$ cat src/rtl/pipe_pkg.sv
// Shared pipeline definitions: default counter width and per-boundary payload layouts.
// Stage registers carry these as opaque DATA_W-bit vectors ($bits(<type>_t)).
package pipe_pkg;

  localparam int STALL_CNT_W_DEF = 16;
  localparam int XLEN            = 32;
  localparam int REG_AW          = 5;
  localparam int INSTR_ID_W      = 8;

  typedef struct packed {
    logic [XLEN-1:0]       pc;
    logic [XLEN-1:0]       instr;
    logic [INSTR_ID_W-1:0] instr_id;
  } if_id_payload_t;

  typedef struct packed {
    logic [REG_AW-1:0]     rs1_addr;
    logic [REG_AW-1:0]     rs2_addr;
    logic [REG_AW-1:0]     rd_addr;
    logic [XLEN-1:0]       rs1_val;
    logic [XLEN-1:0]       rs2_val;
    logic [XLEN-1:0]       pc;
    logic [XLEN-1:0]       imm;
    logic [INSTR_ID_W-1:0] instr_id;
    logic                  rd_valid;
  } id_ex_payload_t;

  typedef struct packed {
    logic [REG_AW-1:0]     rs1_addr;
    logic [REG_AW-1:0]     rs2_addr;
    logic [REG_AW-1:0]     rd_addr;
    logic [XLEN-1:0]       rs1_val;
    logic [XLEN-1:0]       rs2_val;
    logic [XLEN-1:0]       pc;
    logic [XLEN-1:0]       mem_addr;
    logic [XLEN-1:0]       exec_output;
    logic                  jump;
    logic [XLEN-1:0]       jump_addr;
    logic [INSTR_ID_W-1:0] instr_id;
    logic                  rd_valid;
  } ex_mem_payload_t;

  typedef struct packed {
    logic [REG_AW-1:0]     rd_addr;
    logic [XLEN-1:0]       wb_data;
    logic [INSTR_ID_W-1:0] instr_id;
    logic                  rd_valid;
  } mem_wb_payload_t;

endpackage

$ cat src/rtl/pipe_sat_counter.sv
// Saturating up-counter with synchronous clear (clear wins over increment).
// Reusable for performance counters; never wraps.
module pipe_sat_counter
  import pipe_pkg::*;
#(
  parameter int CNT_W = STALL_CNT_W_DEF
) (
  input  logic             clk,
  input  logic             rst,
  input  logic             inc,
  input  logic             clr,
  output logic [CNT_W-1:0] cnt
);

  localparam logic [CNT_W-1:0] CNT_MAX = '1;
  localparam logic [CNT_W-1:0] CNT_ONE = {{(CNT_W-1){1'b0}}, 1'b1};

  logic [CNT_W-1:0] cnt_r;
  logic [CNT_W-1:0] cnt_next_s;

  // next count: clear, saturating increment, or hold
  always_comb begin
    cnt_next_s = cnt_r;
    if (clr) begin
      cnt_next_s = '0;
    end else if (inc && (cnt_r != CNT_MAX)) begin
      cnt_next_s = cnt_r + CNT_ONE;
    end else begin
      cnt_next_s = cnt_r;
    end
  end

  // count register
  always_ff @(posedge clk or posedge rst) begin
    if (rst) begin
      cnt_r <= '0;
    end else begin
      cnt_r <= cnt_next_s;
    end
  end

  assign cnt = cnt_r;

endmodule

$ cat src/rtl/pipe_stage_reg.sv
// Parametrised valid/ready pipeline stage register with flush and stall counter.
// Define PIPE_STAGE_SKID_EN for a 2-entry skid buffer with a registered in_ready.
module pipe_stage_reg
  import pipe_pkg::*;
#(
  parameter int DATA_W         = 32,
  parameter int CNT_W          = STALL_CNT_W_DEF,
  parameter int CLEAR_ON_FLUSH = 0
) (
  input  logic              clk,
  input  logic              rst,
  input  logic              in_valid,
  output logic              in_ready,
  input  logic [DATA_W-1:0] in_data,
  output logic              out_valid,
  input  logic              out_ready,
  output logic [DATA_W-1:0] out_data,
  input  logic              flush,
  input  logic              stall_cnt_clr,
  output logic [CNT_W-1:0]  stall_cnt
);

  logic              out_valid_r;
  logic [DATA_W-1:0] out_data_r;
  logic              valid_next_s;
  logic [DATA_W-1:0] data_next_s;
  logic              in_xfer_s;
  logic              out_xfer_s;
  logic              stall_s;
  logic [DATA_W-1:0] flush_data_s;

  assign in_xfer_s    = in_valid & in_ready;
  assign out_xfer_s   = out_valid_r & out_ready;
  assign flush_data_s = (CLEAR_ON_FLUSH != 0) ? '0 : out_data_r;

`ifdef PIPE_STAGE_SKID_EN
  logic              skid_valid_r;
  logic [DATA_W-1:0] skid_data_r;
  logic              skid_valid_next_s;
  logic [DATA_W-1:0] skid_data_next_s;

  // skid full is the only reason to refuse, so in_ready never sees out_ready
  assign in_ready = ~skid_valid_r;

  // next state of the output and skid entries (skid only fills while stalled)
  always_comb begin
    valid_next_s      = out_valid_r;
    data_next_s       = out_data_r;
    skid_valid_next_s = skid_valid_r;
    skid_data_next_s  = skid_data_r;
    if (flush) begin
      valid_next_s      = 1'b0;
      data_next_s       = flush_data_s;
      skid_valid_next_s = 1'b0;
      skid_data_next_s  = (CLEAR_ON_FLUSH != 0) ? '0 : skid_data_r;
    end else if (!out_valid_r) begin
      if (in_xfer_s) begin
        valid_next_s = 1'b1;
        data_next_s  = in_data;
      end else begin
        valid_next_s = 1'b0;
      end
    end else if (out_xfer_s) begin
      if (skid_valid_r) begin
        data_next_s       = skid_data_r;
        skid_valid_next_s = 1'b0;
      end else if (in_xfer_s) begin
        data_next_s = in_data;
      end else begin
        valid_next_s = 1'b0;
      end
    end else if (in_xfer_s) begin
      skid_valid_next_s = 1'b1;
      skid_data_next_s  = in_data;
    end else begin
      skid_valid_next_s = skid_valid_r;
    end
  end

  // skid entry registers
  always_ff @(posedge clk or posedge rst) begin
    if (rst) begin
      skid_valid_r <= 1'b0;
      skid_data_r  <= '0;
    end else begin
      skid_valid_r <= skid_valid_next_s;
      skid_data_r  <= skid_data_next_s;
    end
  end
`else
  assign in_ready = ~out_valid_r | out_ready;

  // next state of the single output entry; a new payload wins over a drain
  always_comb begin
    valid_next_s = out_valid_r;
    data_next_s  = out_data_r;
    if (flush) begin
      valid_next_s = 1'b0;
      data_next_s  = flush_data_s;
    end else if (in_xfer_s) begin
      valid_next_s = 1'b1;
      data_next_s  = in_data;
    end else if (out_xfer_s) begin
      valid_next_s = 1'b0;
    end else begin
      valid_next_s = out_valid_r;
    end
  end
`endif

  // output entry registers
  always_ff @(posedge clk or posedge rst) begin
    if (rst) begin
      out_valid_r <= 1'b0;
      out_data_r  <= '0;
    end else begin
      out_valid_r <= valid_next_s;
      out_data_r  <= data_next_s;
    end
  end

  assign out_valid = out_valid_r;
  assign out_data  = out_data_r;

  // a flushed cycle is not counted as a stall
  assign stall_s = out_valid_r & ~out_ready & ~flush;

  pipe_sat_counter #(
    .CNT_W (CNT_W)
  ) u_stall_cnt (
    .clk (clk),
    .rst (rst),
    .inc (stall_s),
    .clr (stall_cnt_clr),
    .cnt (stall_cnt)
  );

endmodule

$ cat config.mk
export PLATFORM = sky130hd
export DESIGN_NAME = pipe_stage_reg
export DESIGN_NICKNAME = d
export VERILOG_FILES = /design/src/rtl/pipe_pkg.sv /design/src/rtl/pipe_sat_counter.sv /design/src/rtl/pipe_stage_reg.sv
export SDC_FILE = /design/constraint.sdc
export NUM_CORES = 1
export LEC_CHECK = 0
export CAP_MARGIN = 20
export CORE_MARGIN = 4
export CORE_UTILIZATION = 45
export CTS_CLUSTER_DIAMETER = 60
export DETAILED_ROUTE_END_ITERATION = 16
export PLACE_DENSITY = 0.91
export SLEW_MARGIN = 20
export SYNTH_ARGS = -nofsm -noshare
export SYNTH_HDL_FRONTEND = slang
export SYNTH_SLANG_ARGS = --single-unit
$ cat constraint.sdc
create_clock -name clk -period 4.7 [get_ports clk]
set_clock_uncertainty 0.15 [all_clocks]
set_input_delay 0.94 -clock clk [delete_from_list [all_inputs] [get_ports clk]]
set_output_delay 0.94 -clock clk [all_outputs]
set_load 0.01 [all_outputs]
Yosys cells after proc, flatten, opt, wreduce, memory -nomap -nowiden --
Cells that the tools add are included.
Operators by class: $add $sub $neg 1, bitwise operators 8, equal/unequal tests 1, reductions and logical operators 4, muxes and demuxes 5
Operators by type and width (count):
- $mux W16 | 2
- $add A16 B1 Y16 const B | 1
- $ne A16 B16 Y1 const B | 1
- $and A1 B1 Y1 | 4
- $mux W1 | 3
- $not A1 Y1 | 3
- $reduce_bool A3 Y1 | 1
- $reduce_and A2 Y1 | 1
- $reduce_bool A2 Y1 | 1
- $logic_and A1 B1 Y1 | 1
- $or A1 B1 Y1 | 1
Storage, ports and cells: input bits 38, word-level logic and storage cells 22, register bits 49, output and inout bits 50

Depth between registers and ports, before layout --
Gate-level depths: netlist of the first run.
word-level depth 6, gate-level depth with buffers 7, gate-level depth less buffers 5

Cells and area by module --
A second synthesis of the first run with hierarchy kept.
Unflattened totals: cells, all modules 176, area total of the unflattened synthesis 2203.4 um^2
Modules (own cells, without submodules):
- pipe_stage_reg | area an instance 1271.2 um^2, sequential area each 825.8 um^2, instances 1, cells each 75
- pipe_sat_counter | area an instance 932.1 um^2, sequential area each 400.4 um^2, instances 1, cells each 101

Worst setup path before layout of the first run --
No wires, ideal clock.
kind input-to-reg, from in out_ready, to reg out_data_r[0], in the netlist out_data[0], path slack 2.280 ns, cell stages on the path 4, arrival 2.145 ns, setup time 0.125 ns, buffers on the path 1, required time 4.425 ns, path through and2b_1 > nor3b_1 > buf_2 > mux2_2
On the way: cells in the longest elaborated chain, start to end 3
Ends and longest elaborated chain:
- start, declared | line pipe_stage_reg.sv:16 | input logic out_ready,
- $or A1 B1 Y1 | line pipe_stage_reg.sv:91 | assign in_ready = ~out_valid_r | out_ready;
- $and A1 B1 Y1 | line pipe_stage_reg.sv:32 | assign in_xfer_s = in_valid & in_ready;
- $reduce_and A2 Y1 (no line)
- end signal, assigned | line pipe_stage_reg.sv:118 | out_data_r <= data_next_s;
- end, declared | line pipe_stage_reg.sv:24 | logic [DATA_W-1:0] out_data_r;
No other way between the ends. A chain may end at the register's enable or synchronous reset.

Final worst setup path of the first run --
from in out_ready, to out in_ready
On the way: cells in the longest elaborated chain, start to end 1
Ends and longest elaborated chain:
- $or A1 B1 Y1 | line pipe_stage_reg.sv:91
- end, declared | line pipe_stage_reg.sv:13 | output logic in_ready,
No other way between the ends.

==> results of run 1 <==
## kinds of logic after synthesis
group                      share of synthesized area
DFF                                            0.566
buffers and inverters                         0.0294
adders and majority gates                    0.00577
AOI/OAI and AO/OA                             0.0727
muxes                                          0.177
and+or+nand+nor                                0.150
## per-stage QoR
step	cell area [sq um]	instances	power [mW]	hold WS (ns)	util
2_1_floorplan	2170	172	0.586	0.401	-
3_3_place_gp	3080	304	0.726	0.338	0.683
3_5_place_dp	3080	304	0.734	0.344	0.683
4_1_cts	3170	312	0.992	0.366	0.705
5_1_grt	3190	313	1.03	0.381	0.708
6_report	3190	313	0.981	0.360	0.708
## cells in the final DEF, fill, tap and decap left out, types with 4 or more instances in the layout
cell type	count
a21oi_1	13
clkbuf_8	6
clkdlybuf4s50_1	87
dfrtp_1	49
inv_1	4
mux2_2	34
nand2_1	6
nand3_1	5
nor2_1	5
o31ai_1	9
or4_1	8
## registers in the layout (all words and copies together) (netlist names)
signal / flops
out_data: 32
u_stall_cnt.cnt: 16
out_valid: 1
## worst max-delay path, cell delays in order
cell and delay (ns):
clkdlybuf4s50_1 0.47, and2b_1 0.24, inv_1 0.08, clkdlybuf4s50_1 0.55
## where the power goes
part / internal [mW] / switching (mW) / total (mW)
Sequential: 0.469 / 0.0248 / 0.494
Combinational: 0.148 / 0.0807 / 0.229
Clock: 0.119 / 0.139 / 0.258
## cell type report
cell class	count	share of cell area
clock buffer	6	0.0259
clock inverter	2	0.00432
inverter	5	0.00628
multi-input combinational	109	0.277
sequential	49	0.385
tap	52	0.0204
timing repair buffer	90	0.282
## worst max path at each step
stage | start | end | slack, ns | cells after the start
after floorplan | out_ready | out_data[0] | 2.28 | 4
after detailed placement | out_ready | in_ready | 1.33 | 4
final | out_ready | in_ready | 1.34 | 4
after global placement | out_ready | in_ready | 1.35 | 4
after CTS | out_ready | in_ready | 1.33 | 4
after global routing | out_ready | in_ready | 1.28 | 4
## per-layer routing
metal  wire [um]  up-vias  GRT usage
met5           0        -          0
met4          42        0     0.0427
met3         499        5     0.0833
met2        2530       56      0.296
met1        2090      836      0.198
li1            -      812          -
==> flow_summary.ini, run 1 <==
[outcome]
status = completed

[logic_synthesis]
synthTopCellsByArea = dfrtp_1 (57%), mux2_2 (18%), o31ai_1 (3.1%)
synth_enable_flop_cells = 0
async_flop_share = 1.00
yosysSeqAreaShare = 0.566
syn_area_per_cell_sq_um = 12.6
yosysWarnings = 0
ys.flop_type = dfrtp_1
synth_most_common_cell = dfrtp_1
synth-seq-cells = 49
yosysTopAreaCell = dfrtp_1
syn_inst = 172
synthDistinctLibCells = 33
ys_top_cells_by_count = dfrtp_1 (49), mux2_2 (34), a21oi_1 (13)
syn_nets = 211
syn_area_sq_um = 2170
yosysTopAreaCellShare = 0.566

[clock_tree]
numCtsBuffers = 5
cts_root_buf = clkbuf_8
cts_setup_buffers = 0
clock_path_buffers = 2
hold_buffers = 0
ctsResizeCount = 0
cts_htree_levels = 2
cts_tree = done
path_clk_slew_ns = 0.09
clk_latency_ns = 0.29
cts.sinks = 49

[power_and_ir_drop]
worst_ir_drop_vdd_mv = 0.210
p_leak_nw = 1.27
p_per_area_nw_per_um2 = 308

[floorplan]
die_w_um = 77.4
top_level_ports = 88
start_util = 0.481
core-area_sq_um = 4500
die_area_sq_um = 5990
fp-row-count = 24
die_h_um = 77.4

[setup_path]
worstPathMaxFanout = 5
start_kind = primary input
required_ns = 3.61
worst-r2r-cell-count = 4
reg2reg_slack_ns = 2.52
path_class = in -> out
reg2reg_to = u_stall_cnt.cnt[12]
critPathArrivalTime_ns = 2.27
r2r-start = out_valid
end_kind = output pin

[timing]
rsz0062_at_grt = no
slew_viol_final = 0
setup_violations = 0
worstMarginPinSlew_ns = 0.854
setup_ws_ns = 1.34
hold_violations = 0
fmax_ghz = 0.298
fin_setup_tns_ns = 0
fin_crit_sh = 0.715
min_period_ns = 3.36
relSlewSlack = 0.430

[global_route]
overflow = 0
antenna_found_initial = 0
grt_max_degree = 50
grt_pass1_wl_um = 8400
grt_use_total = 0.174
grt_pass1_vias = 1810

[detailed_routing]
drc = 0
drt_iter0_markers = 91
antenna_left = 0
finalWirelength_um = 5160
num_vias = 1709
drt_pass1_iterations = 4
vias_per_cell = 5.46
wire_per_inst_um = 16.5

[finish]
final-seq-area_sq_um = 1230
num_antenna_cells = 0
multi_input_area_sq_um = 882
drive_above_1_share = 0.207
area_growth_pct = 47.1
fill_cells = 336
nets = 299

[place]
place_congestion = 0.702
dpl.hpwl_um = 3810
port_buffers = 87
place_ws_ns = 1.33

[worst_hold_path]
hold_class = reg -> reg
whs_path_depth = 1
whs_endpoint = out_data[27]
worstHoldStart = out_data[27]

[run]
drv_cap = 0
(Power assumes the default switching activity.)
==> run 2, diff against run 1 <==
--- a/config.mk
+++ b/config.mk
@@ -7,10 +7,10 @@
 export LEC_CHECK = 0
 export CAP_MARGIN = 20
 export CORE_MARGIN = 4
-export CORE_UTILIZATION = 45
+export CORE_UTILIZATION = 39
 export CTS_CLUSTER_DIAMETER = 60
 export DETAILED_ROUTE_END_ITERATION = 16
-export PLACE_DENSITY = 0.91
+export PLACE_DENSITY = 0.84
 export SLEW_MARGIN = 20
 export SYNTH_ARGS = -nofsm -noshare
 export SYNTH_HDL_FRONTEND = slang
==> constraint.sdc (replaced) <==
create_clock -name clk -period 2.7 [get_ports clk]
set_clock_uncertainty 0.15 [all_clocks]
set_input_delay 0.54 -clock clk [delete_from_list [all_inputs] [get_ports clk]]
set_output_delay 0.54 -clock clk [all_outputs]
set_load 0.01 [all_outputs]
==> run 2 against run 1 <==
  * Cell count rose by 7.7%
  * Power grew 72%
  * Non-clock buffer count is 6 higher
  * Sequential share of layout area is 0.73 points lower
  * Critical path depth stayed put
  * Via count rose by 3.3%
==> flow_summary.ini, run 2 (same netlist as run 1, synthesis figures left out) <==
[run]
drv_cap = 0

[clock_tree]
clock_path_buffers = 2
cts.sinks = 49
cts_setup_buffers = 0
cts_htree_levels = 2
path_clk_slew_ns = 0.08
ctsResizeCount = 0
numCtsBuffers = 5
cts_tree = done
cts_root_buf = clkbuf_8
hold_buffers = 0
clk_latency_ns = 0.30

[place]
dpl.hpwl_um = 4100
place_congestion = 0.756
port_buffers = 87

[floorplan]
fp-row-count = 26
die_area_sq_um = 6810
core-area_sq_um = 5240
die_h_um = 82.5
start_util = 0.414
top_level_ports = 88
die_w_um = 82.5

[detailed_routing]
vias_per_cell = 5.24
drc = 0
drt_pass1_iterations = 4
antenna_left = 0
wire_per_inst_um = 16.1
finalWirelength_um = 5430
num_vias = 1765
drt_iter0_markers = 81

[power_and_ir_drop]
p_per_area_nw_per_um2 = 518
p_leak_nw = 1.30
worst_ir_drop_vdd_mv = 0.452

[timing]
fin_setup_tns_ns = 0
hold_violations = 0
relSlewSlack = 0.554
min_period_ns = 2.57
setup_violations = 0
worstMarginPinSlew_ns = 0.668
whs_ns = 0.361
slew_viol_final = 0
rsz0062_at_grt = no
fin_crit_sh = 0.953
fmax_ghz = 0.389

[setup_path]
worstPathBufferInverterCount = 3
required_ns = 2.01
cp_top_family = buffers and inverters
slowest_stage = clkdlybuf4s50_1
slowest_delay_ns = 0.54
path_class = in -> out
start_kind = primary input
worstPathMaxFanout = 5
critPathArrivalTime_ns = 1.88
crit_chain = clkdlybuf4s50_1 > and2b_1 > inv_1 > clkdlybuf4s50_1
crit_top_cell = clkdlybuf4s50_1
end_kind = output pin

[finish]
layout_common_cells = clkdlybuf4s50_1 (87), dfrtp_1 (49), mux2_2 (34)
area_growth_pct = 49.9
nets = 305
fill_cells = 431
drive_above_1_share = 0.221
multi_input_area_sq_um = 882
final_common_cell = clkdlybuf4s50_1
num_antenna_cells = 0
largest_reg_flops = 32
final-seq-area_sq_um = 1230

[global_route]
grt_pass1_wl_um = 8900
antenna_found_initial = 0
grt_pass1_vias = 1842
grt_max_degree = 33
grt_use_total = 0.174
overflow = 0

[outcome]
status = completed

[worst_hold_path]
hold_class = reg -> reg
run 2: path summary, 6_finish.rpt:
kind / from / to / slack, ns / depth (start not counted)
max: out_ready / in_ready / 0.13 / 4
min: out_data[16] / out_data[16] / 0.36 / 1
max reg2reg: u_stall_cnt.cnt[0] / u_stall_cnt.cnt[7] / 0.61 / 6
min reg2reg: out_data[16] / out_data[16] / 0.36 / 1
max in group asynchronous: rst / out_data[10] / 1.29 / 3
min in group asynchronous: rst / out_data[19] / 0.51 / 2
run 2: metrics by stage:
stage          setup slack (ns)  power (mW)  cells  utilization  area, sq um
3_5_place_dp              0.120        1.28    329        0.604         3170
5_1_grt                  0.0454        1.77    337        0.620         3250
6_report                  0.128        1.68    337        0.620         3250
3_3_place_gp              0.177        1.27    329        0.604         3170
4_1_cts                   0.120        1.71    337        0.620         3250
2_1_floorplan             0.680        1.02    172            -         2170
run 2: per-layer routing:
layer | vias up | global-route usage | share of wire
met3 | 5 | 0.0911 | 0.12
met4 | 0 | 0.0588 | 0.011
met2 | 69 | 0.271 | 0.48
li1 | 825 | - | -
met5 | - | 0 | 0
met1 | 866 | 0.208 | 0.39
run 2: area by class of cell:
cell class                      instances  share of cell area
Multi-Input combinational cell        109               0.272
Clock inverter                          2             0.00308
Sequential cell                        49               0.378
Timing Repair Buffer                   96               0.293
Tap cell                               70              0.0270
Inverter                                5             0.00578
Clock buffer                            6              0.0223
run 2: worst reg2reg max path, stage by stage (launching register included):
cell and delay, ns:
dfrtp_1 0.45, ha_1 0.26, nand4_1 0.17, nor4_4 0.06, buf_4 0.17, or4_2 0.60
a21oi_1 0.15
run 2: power by group:
part	switching, mW	internal (mW)	total [mW]
Sequential	0.0422	0.817	0.859
Clock	0.238	0.180	0.419
Combinational	0.144	0.262	0.406
Total	0.425	1.26	1.68
==> run 3, diff against run 2 <==
--- a/config.mk
+++ b/config.mk
@@ -10,8 +10,11 @@
 export CORE_UTILIZATION = 39
 export CTS_CLUSTER_DIAMETER = 60
 export DETAILED_ROUTE_END_ITERATION = 16
+export GPL_ROUTABILITY_DRIVEN = 0
 export PLACE_DENSITY = 0.84
+export SKIP_CTS_REPAIR_TIMING = 1
 export SLEW_MARGIN = 20
 export SYNTH_ARGS = -nofsm -noshare
 export SYNTH_HDL_FRONTEND = slang
+export SYNTH_HIERARCHICAL = 1
 export SYNTH_SLANG_ARGS = --single-unit
==> run 3 against run 2 <==
  * Non-clock buffer count did not move
  * Core utilization fell by 2.0 points
  * Highest routed layer unchanged
  * Die area rose by 1.5%
  * Clock power rose by 45%
  * Register-to-register slack got worse by 0.19 ns
  * Power rose by 11%
  * Worst setup slack improved by 0.078 ns
  * Hold slack improved by 0.00094 ns
  * Wire length rose by 2.7%
  * Critical path depth rose by 1
==> flow_summary.ini, run 3 <==
[outcome]
status = completed

[logic_synthesis]
syn_area_sq_um = 2200
yosysTopAreaCell = dfrtp_1
synthAdderAreaFrac = 0.00568
syn_inst = 176
synth_xor_xnor_area_share = 0
synth_mux_area_frac = 0.178
synth_compound_area_frac = 0.0664
ys.flop_type = dfrtp_1
synth-seq-cells = 49
synth_enable_flop_cells = 0
syn_nets = 215
yosysWarnings = 6
synthSimpleGateAreaFrac = 0.158
syn_area_per_cell_sq_um = 12.5
async_flop_share = 1.00
synth_top_family_by_area = multiplexers
synth_most_common_cell = dfrtp_1
yosysSeqAreaShare = 0.557
synthDistinctLibCells = 32
synthTopCellsByArea = dfrtp_1 (56%), mux2_2 (17%), a21oi_1 (2.7%)
ys_top_cells_by_count = dfrtp_1 (49), mux2_2 (34), a21oi_1 (12)
yosysTopAreaCellShare = 0.557

[setup_path]
critPathArrivalTime_ns = 1.80
worstPathMaxFanout = 2
required_ns = 2.01
start_kind = primary input
end_kind = output pin
path_class = in -> out

[timing]
min_period_ns = 2.49
hold_violations = 0
worstMarginPinSlew_ns = 0.753
fmax_ghz = 0.401
setup_ws_ns = 0.206
setup_violations = 0
rsz0062_at_grt = no
fin_crit_sh = 0.924
whs_ns = 0.362
relSlewSlack = 0.493
slew_viol_final = 0

[finish]
utilization = 0.601
nets = 311
area_growth_pct = 50.1
num_antenna_cells = 0
final_common_cell = clkdlybuf4s50_1
stdcell_count = 345
layout_common_cells = clkdlybuf4s50_1 (87), dfrtp_1 (49), mux2_2 (34)
largest_reg_flops = 32
drive_above_1_share = 0.209

[place]
place_ws_ns = -0.0142
dpl.hpwl_um = 4230
port_buffers = 87
dp_cells = 337

[clock_tree]
cts_tree = done
path_clk_slew_ns = 0.08
clk_latency_ns = 0.30
cts_htree_levels = 2
numCtsBuffers = 5
clock_path_buffers = 2
cts.sinks = 49
cts_root_buf = clkbuf_8

[power_and_ir_drop]
p_per_area_nw_per_um2 = 566
worst_ir_drop_vdd_mv = 0.284
total_power_mw = 1.87
p_switching_uw = 423
clockPowerShare = 0.324
p_int_mw = 1.45
switching_share = 0.226
p_comb_frac = 0.218
power_frac_seq = 0.458
p_leak_nw = 1.30

[floorplan]
die_w_um = 83.2
core-area_sq_um = 5510
fp-row-count = 27
start_util = 0.400
die_h_um = 83.2
top_level_ports = 88
die_area_sq_um = 6920

[global_route]
grt_max_degree = 34
grt_use_total = 0.163
grt_pass1_vias = 1725
overflow = 0
antenna_found_initial = 0
grt_pass1_wl_um = 9090

[detailed_routing]
drt_pass1_iterations = 4
num_vias = 1777
finalWirelength_um = 5580
drc = 0
antenna_left = 0
drt_iter0_markers = 86
vias_per_cell = 5.15
wire_per_inst_um = 16.2

[worst_hold_path]
hold_class = reg -> reg

[run]
drv_cap = 0
==> run 3: cell types whose count changed after synthesis, sizes merged, moves of 2 or more <==
cell and delta:
o31ai -4, nand3 +2, or3 +4, nor3 +2, o21ai +2, buf -2, o41ai +2
==> run 3: routing by layer <==
metal | track usage | part of all wire | up-vias
met1 | 0.215 | 0.44 | 841
met5 | 0 | 0 | -
met4 | 0.0431 | 0.016 | 0
li1 | - | - | 843
met3 | 0.0476 | 0.067 | 9
met2 | 0.262 | 0.48 | 84
==> run 3: power groups by stage <==
stage	Sequential, mW	Combinational, mW	Clock (mW)
after floorplan	0.912	0.116	0
after global placement	0.868	0.404	0
after detailed placement	0.874	0.415	0
after CTS	0.860	0.416	0.621
after global routing	0.869	0.433	0.657
final	0.858	0.408	0.606
==> run 3: critical path: stages <==
cell             delay (ns)
clkdlybuf4s50_1        0.51
nor2b_4                0.05
inv_1                  0.06
buf_4                  0.10
clkdlybuf4s50_1        0.54
==> run 3: stage by stage <==
stage	cell area [sq um]	setup TNS, ns
floorplan	2200	0
global placement	3170	0
detailed placement	3170	-0.0142
CTS	3310	0
global route	3310	0
finish	3310	0
==> run 3: final cells by class <==
| type | instances | area (sq um) |
|---|---|---|
| Clock buffer | 5 | 68.8 |
| Clock inverter | 3 | 65.1 |
| Fill cell | 453 | 2200 |
| Inverter | 5 | 18.8 |
| Multi-Input combinational cell | 115 | 900 |
| Sequential cell | 49 | 1230 |
| Tap cell | 72 | 90.1 |
| Timing Repair Buffer | 96 | 938 |
==> run 3: cell families after synthesis <==
group                    after synthesis
flip-flops                            49
buffers and inverters                 12
multiplexers                          35
AO/OA/AOI/OAI                         25
AND/OR/NAND/NOR                       54
adder cells (fa/ha/maj)                1
==> run 3: path summary, 6_finish.rpt <==
| check | from | end | slack (ns) | cells past startpoint |
|---|---|---|---|---|
| min reg2reg | out_data[13] | out_data[13] | 0.36 | 1 |
| max | out_ready | in_ready | 0.21 | 5 |
| max reg2reg | u_stall_cnt/cnt[0] | u_stall_cnt/cnt[0] | 0.42 | 5 |
| min | out_data[13] | out_data[13] | 0.36 | 1 |
| max in group asynchronous | rst | u_stall_cnt/cnt[4] | 1.52 | 2 |
| min in group asynchronous | rst | u_stall_cnt/cnt[12] | 0.48 | 2 |
